==> src/rtl/sr_pkg.sv <==
// Shared constants for the serial byte link: word size, default bit order,
// count-width helper and the two-state transmit encoding.
package sr_pkg;

  localparam int SR_WORD_W    = 8;
  localparam bit SR_MSB_FIRST = 1'b1;

  localparam logic [0:0] SR_IDLE  = 1'b0;
  localparam logic [0:0] SR_SHIFT = 1'b1;

  // Bits needed to hold values 0..n-1; always at least 1.
  function automatic int clog2(input int n);
    int r;
    r = 0;
    for (int v = 1; v < n; v = v * 2) r++;
    if (r == 0) r = 1;
    return r;
  endfunction

endpackage

==> src/rtl/piso_cell.sv <==
// One shift-register stage: load/shift select feeding an enabled flop
// with asynchronous active-low clear.
module piso_cell (
  input  logic clk,
  input  logic reset,
  input  logic en,
  input  logic sel_load,
  input  logic load_bit,
  input  logic shift_bit,
  output logic q
);

  logic d;

  assign d = sel_load ? load_bit : shift_bit;

  always_ff @(posedge clk or negedge reset) begin
    if (!reset) begin
      q <= 1'b0;
    end else if (en) begin
      q <= d;
    end
  end

endmodule

==> src/rtl/sr_piso_eight.sv <==
// Parallel-in/serial-out transmitter: accepts a word on load_valid/load_ready
// and shifts it out one bit per clock, flagging the word's final bit.
module sr_piso_eight
  import sr_pkg::*;
#(
  parameter int WIDTH     = SR_WORD_W,
  parameter bit MSB_FIRST = SR_MSB_FIRST
) (
  input  logic             clk,
  input  logic             reset,
  input  logic [WIDTH:1]   pdata,
  input  logic             load_valid,
  output logic             load_ready,
  output logic             q,
  output logic             q_valid,
  output logic             q_last
);

  localparam int CW = clog2(WIDTH + 1);

  // Handshake: a word transfers on a rising edge where load_valid and
  // load_ready are both high; the source holds load_valid until then.
  logic [CW-1:0]  cnt;
  logic [WIDTH:1] sreg;
  logic [WIDTH:1] load_vec;
  logic [WIDTH:1] shift_vec;
  logic           first_bit;
  logic           next_bit;
  logic           accept;
  logic           cell_en;
  logic [0:0]     state;

  assign state      = q_valid ? SR_SHIFT : SR_IDLE;
  assign load_ready = (cnt == '0);
  assign accept     = load_valid && load_ready;
  assign cell_en    = accept || (cnt != '0);

  // The word is pre-shifted by one on load because its first bit goes
  // straight to q on the accepting edge.
  generate
    if (MSB_FIRST) begin : g_msb
      assign load_vec  = {pdata[WIDTH-1:1], 1'b0};
      assign shift_vec = {sreg[WIDTH-1:1], 1'b0};
      assign first_bit = pdata[WIDTH];
      assign next_bit  = sreg[WIDTH];
    end else begin : g_lsb
      assign load_vec  = {1'b0, pdata[WIDTH:2]};
      assign shift_vec = {1'b0, sreg[WIDTH:2]};
      assign first_bit = pdata[1];
      assign next_bit  = sreg[1];
    end
  endgenerate

  for (genvar i = 1; i <= WIDTH; i++) begin : g_cell
    piso_cell u_cell (
      .clk       (clk),
      .reset     (reset),
      .en        (cell_en),
      .sel_load  (accept),
      .load_bit  (load_vec[i]),
      .shift_bit (shift_vec[i]),
      .q         (sreg[i])
    );
  end

  always_ff @(posedge clk or negedge reset) begin
    if (!reset) begin
      cnt     <= '0;
      q       <= 1'b0;
      q_valid <= 1'b0;
      q_last  <= 1'b0;
    end else if (accept) begin
      cnt     <= CW'(WIDTH - 1);
      q       <= first_bit;
      q_valid <= 1'b1;
      q_last  <= 1'b0;
    end else if (state == SR_SHIFT) begin
      if (cnt != '0) begin
        cnt    <= cnt - CW'(1);
        q      <= next_bit;
        q_last <= (cnt == CW'(1));
      end else begin
        q       <= 1'b0;
        q_valid <= 1'b0;
        q_last  <= 1'b0;
      end
    end
  end

endmodule
==> config.mk <==
export PLATFORM = sky130hd
export DESIGN_NAME = sr_piso_eight
export DESIGN_NICKNAME = d
export VERILOG_FILES = /design/src/rtl/sr_pkg.sv /design/src/rtl/piso_cell.sv /design/src/rtl/sr_piso_eight.sv
export SDC_FILE = /design/constraint.sdc
export NUM_CORES = 1
export LEC_CHECK = 0
export CAP_MARGIN = 40
export CORE_MARGIN = 3
export CORE_UTILIZATION = 30
export CTS_CLUSTER_SIZE = 24
export DETAILED_ROUTE_END_ITERATION = 12
export PLACE_DENSITY = 0.62
export SLEW_MARGIN = 10
export SYNTH_ARGS = -nofsm -noshare
export SYNTH_HDL_FRONTEND = slang
export SYNTH_SLANG_ARGS = --single-unit
==> constraint.sdc <==
create_clock -name clk -period 1.85 [get_ports clk]
set_input_delay 0.37 -clock clk [delete_from_list [all_inputs] [get_ports clk]]
set_output_delay 0.37 -clock clk [all_outputs]
set_load 0.005 [all_outputs]
# Yosys cells after proc, flatten, opt, wreduce, memory -nomap -nowiden
# Index checks and enable logic that the tools add are counted.
# word_totals
output_inout_bits	4
word_cells	42
regBits	14
# classes
n_mux	20
addsub	1
n_reduce_logical	8
eq_ne	2
# op_table
op	n
two-way mux 1 bit	17
two-way mux 4 bit	3
equality test 4 x 1 -> 1 bit, second input constant	1
zero test 4 bit	1
AND reduction 2 bit	2
nonzero test 2 bit	2
nonzero test 4 bit	1
subtractor 4 x 1 -> 4 bit, second input constant	1
!= test 2 bit, second input constant	1
logical AND 1 bit	1
logical OR 1 bit	1

# Depth between registers and ports, before layout
# Gate-level depths: netlist of run 1.
# depth
depth_word	4
depth_mapped	7
mapped_depth_nobuf	6

# By module
# A second synthesis of run 1 with hierarchy kept.
# unflattened
hier_cells	67
hier_area_um2	723.2
# modules_own_cells
mod	cells_each	n_inst	seq_area_each_um2	area_per_inst_um2
sr_piso_eight	35	1	175.2	372.9
piso_cell	4	8	25.0	43.8

# Worst setup path before layout of run 1
# Ideal clock, no wire load.
# synth_path
path_type	reg2reg
start	reg cnt[0]
end	reg cnt[1]
path_buffers	1
setup_slack_ps	86
stages_incl_launch_ff	8
t_required_ps	1771
synth_period_minus_slack_ps	1764
arrival_ps	1685
setup_ps	79
path_cell_list	dfrtp_1 inv_1 ha_1 or3b_1 buf_2 clkinv_2 mux2i_1 mux2i_1
# synth_between
elab_chain_cells	4
word_cells_on_any_way	10
cone_classes	1 x add/sub; 3 x mux; 6 x reduce/logical
# synth_lines
element	line	source
from (decl)	sr_piso_eight.sv:23	logic [CW-1:0] cnt;
from (signal assigned)	sr_piso_eight.sv:73	cnt <= CW'(WIDTH - 1);
from (signal assigned)	sr_piso_eight.sv:79	cnt <= cnt - CW'(1);
zero test 4 bit (*)	sr_piso_eight.sv:34	assign load_ready = (cnt == '0);
net load_ready	sr_piso_eight.sv:13	output logic load_ready,
logical AND 1 bit (*)	sr_piso_eight.sv:35	assign accept = load_valid && load_ready;
nonzero test 2 bit (no line)	--	
AND reduction 2 bit (no line)	--	
# Mark *: on every way through the listed nets, which the timed path passes. The rest lies on a longest branch. The select of a mux whose other input is x is not followed.
# A chain may end at the register's enable or synchronous reset.

# Worst setup path in the final report of run 1
# layout_path
start	reg cnt[0]
end	out load_ready
# layout_between
elab_chain_cells	1
# layout_lines
element	line
zero test 4 bit	sr_piso_eight.sv:34
to (decl)	sr_piso_eight.sv:13
# No other way between the ends.

==> impl_summary.log, run 1 <==
[metrics] internal cell power: 410 µW
[metrics] total number of vias: 530
[metrics] Min Clock Period, post-route: ~1800 ps
[metrics] buffers added on ports: 14
[metrics] number of optimization iterations in the first detailed-route pass: 4
[metrics] floorplan die height: around 54 µm
[metrics] proportion of power drawn by combinational gates: 8.8%
[metrics] dpl cell area: roughly 920 µm²
[metrics] end-of-flow core utilization: between 40% and 50%
[metrics] Final Hold Violating Endpoints: 0
[metrics] number of DRC markers after the initial detailed-route iteration: 9
[metrics] syn nets: slightly below 80
[metrics] Final Cell Area: about 970 µm²
[metrics] fin worst setup slack: around 66 ps
[metrics] cell count after synthesis: 64
[metrics] cell at the root of the clock tree: sky130_fd_sc_hd__clkbuf_4
[metrics] proportion of total power due to net switching: just over 20%
[metrics] Detail Route Antenna Nets: 0
[metrics] ant diodes: 0
[metrics] biggest area consumer among synthesized cells: sky130_fd_sc_hd__dfrtp_1
[metrics] HPWL after DPL: roughly 1000 µm
[metrics] number of cell instances on the worst register-to-register path: 6
[metrics] CP Data Arrival Time: between 1000 and 1500 ps
[metrics] fraction of post-synthesis cell area in the top cell type by area: between 50% and 60%
[metrics] Die ar.: 2870 µm²
[metrics] leak pwr: between 0.0004 and 0.0005 µW
[metrics] gr ovfl total: 0
[metrics] RSZ-0062 raised after global routing: false
[metrics] capturing element type of the critical path: output pin
[metrics] part of the Yosys area used for sequential elements: between 50% and 60%
[metrics] placeable core area: about 2000 µm²
[metrics] number of antenna violations at the first check in global routing: 0
[metrics] DRC violations left: 0
[metrics] die width: 53.6 µm
[metrics] Std-Cell Rows: 16
[metrics] outcome: finished clean
[metrics] Mapped Area: slightly below 700 µm²
[metrics] Buffers & Inverters on Critical Path: 3
[metrics] total length of routed wires: around 1400 µm
[metrics] final setup violating endpoints: 0
[metrics] crit-path max cell delay: about 390 ps
[metrics] Crit path max-delay family: flip-flops
[metrics] post-route clock skew: between 1 and 1.5 ps
[metrics] final weighted congestion in routability-driven placement: 0.752
[metrics] clock-pin slew of the registers on the worst-case setup and hold paths: 70 ps
[metrics] areal power density over the cells: around 530 nW/µm²
[metrics] routed len/inst: around 12 µm
[metrics] synthesized area per cell: 10.6 µm²
[metrics] depth of the CTS H-tree: 1
[metrics] CTS Buf Count: 3
[metrics] Total GRT Usage: between 10 and 15%
[metrics] Post-synth EDFFs: 0
[metrics] ranking of synthesized cells by area: sky130_fd_sc_hd__dfrtp_1 52%, sky130_fd_sc_hd__mux2i_1 13%, sky130_fd_sc_hd__nand2_1 4.4%
[metrics] top_reg_cell synth: sky130_fd_sc_hd__dfrtp_1
[metrics] hold buffer count at CTS: 0
[metrics] reported net switching power: around 110 µW
[metrics] signed area change from the synthesized netlist to the final layout: 42.2%
[metrics] share of async-settable or async-resettable flops after synthesis: 100%
[metrics] register-to-register setup slack: about 80 ps
[metrics] minimum setup slack after placement: -54.2 ps
[metrics] distinct cell type count after synthesis: 23
[metrics] tightest slew margin relative to the limit: 82.7%
[metrics] number of ports placed on the die boundary: 15
[metrics] FF+latch count, synth: 14
[metrics] Max-Cap Viols: 0
[metrics] Clock Sink Count: 14
[metrics] Final #Nets: between 100 and 150
[metrics] vias per std cell: 4.53
[metrics] clock tree from TritonCTS: built
[metrics] CP startpoint kind: register
[metrics] worst min-delay path category: in -> async
[metrics] fraction of final layout cells sized beyond drive strength 1: 26.7%
[metrics] required time worst endpoint: 1480 ps
[metrics] CP Max Fanout: 2
[metrics] VDD IR max: 303 µV
[metrics] final period utilization: between 90% and 100%
[metrics] warnings from Yosys: 0
[metrics] slew at the pin closest to its max-slew limit: 254 ps
[metrics] worst reg2reg path startpoint: cnt[0]
[metrics] Critical R2R Capture: q
[metrics] cell chain of the critical path: inv_2, ha_4, or3b_4, clkinv_2, buf_2
[metrics] wire length of the first global-routing pass: 2280 µm
[metrics] maximum number of pins on one net before global-route repair: 15
[metrics] worst-path cell with the longest stage delay: sky130_fd_sc_hd__dfrtp_1
[metrics] max-slew violation total from the final report: 0
[metrics] upper clock frequency limit: 560 MHz
[metrics] clock network fraction of design power: between 30% and 40%
[metrics] starting density of the core: between 30% and 40%
[metrics] number of global-route vias before repair: around 540
[metrics] CTS max path bufs: 2
[metrics] clock network latency to the later pin of the worst-skew pair: approximately 270 ps
[metrics] Setup CP Type: reg -> out
[metrics] fraction of power consumed by sequential logic: 59.2%
## through the flow
stage | TNS (ps) | total power [µW] | std cells | hold slack, ps
2_1_floorplan | 0 | 325 | 64 | 74.4
3_3_place_gp | -19.4 | 357 | 113 | 462
3_5_place_dp | -54.2 | 358 | 113 | 469
4_1_cts | 0 | 529 | 117 | 398
5_1_grt | 0 | 545 | 117 | 413
6_report | 0 | 516 | 117 | 399
## layout by cell type (no fill, tap or decap), types with 2 or more instances in the layout
| cell | Yosys | routed |
|---|---|---|
| sky130_fd_sc_hd__a31oi_1 | 2 | 2 |
| sky130_fd_sc_hd__mux2i_1 | 9 | 8 |
| sky130_fd_sc_hd__nor3_1 | 2 | 2 |
| sky130_fd_sc_hd__buf_4 | 0 | 12 |
| sky130_fd_sc_hd__inv_2 | 0 | 2 |
| sky130_fd_sc_hd__clkbuf_4 | 0 | 3 |
| sky130_fd_sc_hd__inv_1 | 4 | 2 |
| sky130_fd_sc_hd__a21oi_1 | 2 | 2 |
| sky130_fd_sc_hd__dfrtp_1 | 14 | 14 |
| sky130_fd_sc_hd__nand2_1 | 8 | 8 |
| sky130_fd_sc_hd__clkdlybuf4s50_1 | 0 | 13 |
| sky130_fd_sc_hd__o21ai_0 | 5 | 5 |
| sky130_fd_sc_hd__nor2_1 | 2 | 2 |
## worst register-to-register path: cells and delay by family, from the launching register on
kind | cells | cell delay (ps)
DFF | 1 | 390
and+or+nand+nor | 2 | 560
adders and majority gates | 1 | 130
buffers and inverters | 2 | 270
AOI/OAI and AO/OA | 1 | 300
## per-layer routing
layer,GRT usage [%],part of all wire (%),vias up
met5,0,0,-
met4,1.28,0,0
met3,5.26,6.5,0
met2,19.0,49,11
met1,13.1,45,245
li1,-,-,274
## power groups by stage
stage | Clock, µW | Combinational (µW) | Sequential, µW
6_report | 165 | 45.7 | 306
4_1_cts | 177 | 46.6 | 306
3_5_place_dp | 0 | 46.4 | 312
5_1_grt | 190 | 49.6 | 306
3_3_place_gp | 0 | 45.7 | 312
2_1_floorplan | 0 | 12.8 | 312
## worst max path at each step
stage / startpoint / end / depth (start not counted)
6_report: cnt[0] / load_ready / 5
4_1_cts: cnt[0] / load_ready / 5
2_1_floorplan: cnt[0] / cnt[1] / 7
3_3_place_gp: cnt[0] / load_ready / 5
5_1_grt: cnt[0] / load_ready / 5
3_5_place_dp: cnt[0] / load_ready / 5
## logic make-up (layout without fill, tap and decap cells)
logic type	count (synthesis)	after routing	synth area share (%)
buffers and inverters	8	34	4.97
AO/OA/AOI/OAI	13	13	11.6
multiplexers	10	10	14.9
adder cells (fa/ha/maj)	2	2	3.68
AND/OR/NAND/NOR	17	17	13.3
flip-flops	14	14	51.6
## registers in the layout, summed over array words and instances (netlist names)
signal           count
cnt                  4
g_cell.u_cell.q      7
q                    1
q_last               1
q_valid              1
## area by class of cell
class / count / area (µm²)
sequential: 14 / 350
multi-input combinational: 42 / 314
timing repair buffer: 26 / 225
fill: 202 / 1080
inverter: 5 / 20.0
tap: 27 / 33.8
clock buffer: 3 / 22.5
## cell usage after synthesis (2+ instances only)
cell type and count:
sky130_fd_sc_hd__a21oi_1 2, sky130_fd_sc_hd__a31oi_1 2, sky130_fd_sc_hd__buf_2 2, sky130_fd_sc_hd__dfrtp_1 14, sky130_fd_sc_hd__ha_1 2, sky130_fd_sc_hd__inv_1 4, sky130_fd_sc_hd__mux2i_1 9, sky130_fd_sc_hd__nand2_1 8
sky130_fd_sc_hd__nor2_1 2, sky130_fd_sc_hd__nor3_1 2, sky130_fd_sc_hd__o21ai_0 5
## repair_timing
item / in CTS / in global routing
buffers inserted: 1 / 0
gates resized for setup: 9 / 1
endpoints found under the hold margin: 0 / 0
setup endpoints to repair: 1 / 1
No activity file was read; power rests on OpenSTA's default activity.
==> run 2: changes to the inputs <==
CAP_MARGIN = default   (was 40)
PLACE_DENSITY = default   (was 0.62)
PLACE_DENSITY_LB_ADDON = 0.15   (was default)
SLEW_MARGIN = default   (was 10)
==> impl_summary.log, run 2 (synthesized netlist as in run 1, its figures left out) <==
[metrics] CP Data Arrival Time: about 1400 ps
[metrics] number of DRC markers after the initial detailed-route iteration: 10
[metrics] CTS Buf Count: 3
[metrics] Reg with most FFs: g_cell.u_cell.q
[metrics] buffers added on ports: 14
[metrics] total length of routed wires: between 1000 and 1500 µm
[metrics] cell at the root of the clock tree: sky130_fd_sc_hd__clkbuf_4
[metrics] cell chain of the critical path: inv_2, ha_4, or3b_4, clkinv_2, buf_2
[metrics] signed area change from the synthesized netlist to the final layout: 46.6%
[metrics] end-of-flow core utilization: approximately 50%
[metrics] CP startpoint kind: register
[metrics] met1 routing resource usage after global routing: 15.6%
[metrics] final period utilization: 97.3%
[metrics] commonest cells after routing, fill and taps aside: 14 x sky130_fd_sc_hd__dfrtp_1, 13 x sky130_fd_sc_hd__clkdlybuf4s50_1, 13 x sky130_fd_sc_hd__buf_4
[metrics] DRC violations left: 0
[metrics] wire length of the first global-routing pass: 2440 µm
[metrics] worst hold-check slack: 397 ps
[metrics] Min Clock Period, post-route: about 1800 ps
[metrics] final sum of negative setup slack: 0 ps
[metrics] clock-pin slew of the registers on the worst-case setup and hold paths: approximately 90 ps
[metrics] worst reg2reg path startpoint: cnt[0]
[metrics] Max-Cap Viols: 0
[metrics] Critical R2R Capture: q
[metrics] outcome: finished clean
[metrics] Setup CP Type: reg -> out
[metrics] post-route clock skew: ~2.7 ps
[metrics] ant diodes: 0
[metrics] areal power density over the cells: about 580 nW/µm²
[metrics] Clock Sink Count: 14
[metrics] clock network latency to the later pin of the worst-skew pair: 280 ps
[metrics] number of cell instances on the worst register-to-register path: 6
[metrics] final weighted congestion in routability-driven placement: 0.715
[metrics] depth of the CTS H-tree: 1
[metrics] met3 usage in global routing: 2.49%
[metrics] Std-Cell Rows: 16
[metrics] max FFs per register: 7
[metrics] hold buffer count at CTS: 0
[metrics] max-slew violation total from the final report: 0
[metrics] met2 demand-to-capacity share in global routing: ~18%
[metrics] top flop regs: g_cell.u_cell.q x7, cnt x4
[metrics] number of ports placed on the die boundary: 15
[metrics] placeable core area: just over 2000 µm²
[metrics] HPWL after DPL: 990 µm
[metrics] minimum setup slack after placement: -66.5 ps
[metrics] Final #Nets: 106
[metrics] final setup violating endpoints: 0
[metrics] Die ar.: 2870 µm²
[metrics] number of optimization iterations in the first detailed-route pass: 4
[metrics] total number of vias: about 550
[metrics] CP Max Fanout: 2
[metrics] Total GRT Usage: 12.0%
[metrics] clock tree from TritonCTS: built
[metrics] vias per std cell: between 4 and 5
[metrics] Detail Route Antenna Nets: 0
[metrics] worst-path cell with the longest stage delay: sky130_fd_sc_hd__dfrtp_1
[metrics] crit-path max cell delay: approximately 400 ps
[metrics] floorplan die height: roughly 54 µm
[metrics] Final Hold Violating Endpoints: 0
[metrics] tightest slew margin relative to the limit: between 70% and 80%
[metrics] number of global-route vias before repair: 547
[metrics] routed len/inst: 11.5 µm
[metrics] register-to-register setup slack: 70 ps
[metrics] number of antenna violations at the first check in global routing: 0
[metrics] VDD IR max: ~340 µV
[metrics] RSZ-0062 raised after global routing: true
[metrics] leading cell type in the layout, fill and taps excluded: sky130_fd_sc_hd__dfrtp_1
[metrics] starting density of the core: 33.3%
[metrics] capturing element type of the critical path: output pin
[metrics] required time worst endpoint: 1480 ps
[metrics] upper clock frequency limit: approximately 560 MHz
[metrics] die width: about 54 µm
[metrics] slew at the pin closest to its max-slew limit: approximately 330 ps
[metrics] maximum number of pins on one net before global-route repair: 15
[metrics] worst min-delay path category: in -> async
[metrics] fraction of final layout cells sized beyond drive strength 1: approximately 28%
[metrics] fin worst setup slack: ~49 ps
[metrics] busiest grt layer: met2
[metrics] gr ovfl total: 0
[metrics] CTS max path bufs: 2
[metrics] leak pwr: between 0.0004 and 0.0005 µW
run 2: changes by cell type in the layout (fill, tap and decap cells not counted):
cell,before,now
sky130_fd_sc_hd__buf_4,12,13
sky130_fd_sc_hd__clkbuf_8,0,1
sky130_fd_sc_hd__mux2i_2,1,0
sky130_fd_sc_hd__mux2i_4,0,1
run 2: metrics by stage:
stage | std cells | instance area (µm²) | power, µW
6_report | 119 | 996 | 573
5_1_grt | 119 | 996 | 600
4_1_cts | 119 | 983 | 587
3_5_place_dp | 113 | 922 | 358
3_3_place_gp | 113 | 922 | 358
2_1_floorplan | 64 | 679 | 325
run 2: area by class of cell:
class	instances	area [µm²]
Clock buffer	4	36.3
Multi-Input combinational cell	42	323
Tap cell	27	33.8
Sequential cell	14	350
Inverter	5	20.0
Fill cell	199	1050
Timing Repair Buffer	27	233
run 2: worst max-delay path by stage:
stage	from	to	slack (ps)
after floorplan	cnt[0]	cnt[1]	90
after global placement	cnt[0]	load_ready	-30
after detailed placement	cnt[0]	load_ready	-70
after CTS	cnt[0]	cnt[1]	1
after global routing	cnt[0]	load_ready	-20
final	cnt[0]	load_ready	50
run 2: worst max-delay path, delay by kind of cell, from the launching register on:
family	cells	cell delay, ps
DFF	1	400
and+or+nand+nor	1	390
buffers and inverters	3	250
adders and majority gates	1	130
run 2: routing by layer:
| layer | up-vias | part of all wire [%] |
|---|---|---|
| met4 | 0 | 2.5 |
| li1 | 279 | - |
| met2 | 12 | 43 |
| met5 | - | 0 |
| met3 | 5 | 4.7 |
| met1 | 256 | 50 |
run 2: repair_timing:
| item | 4_1_cts | 5_1_grt |
|---|---|---|
| setup endpoints to repair | 1 | 5 |
| resized for setup | 9 | 2 |
| buffers inserted | 2 | 1 |
| endpoints found under the hold margin | 0 | 0 |
run 2: where the power goes:
group / switching [µW] / internal, µW / total [µW]
Sequential: 0 / 306 / 306
Clock: 101 / 120 / 221
Combinational: 17.3 / 29.1 / 46.4
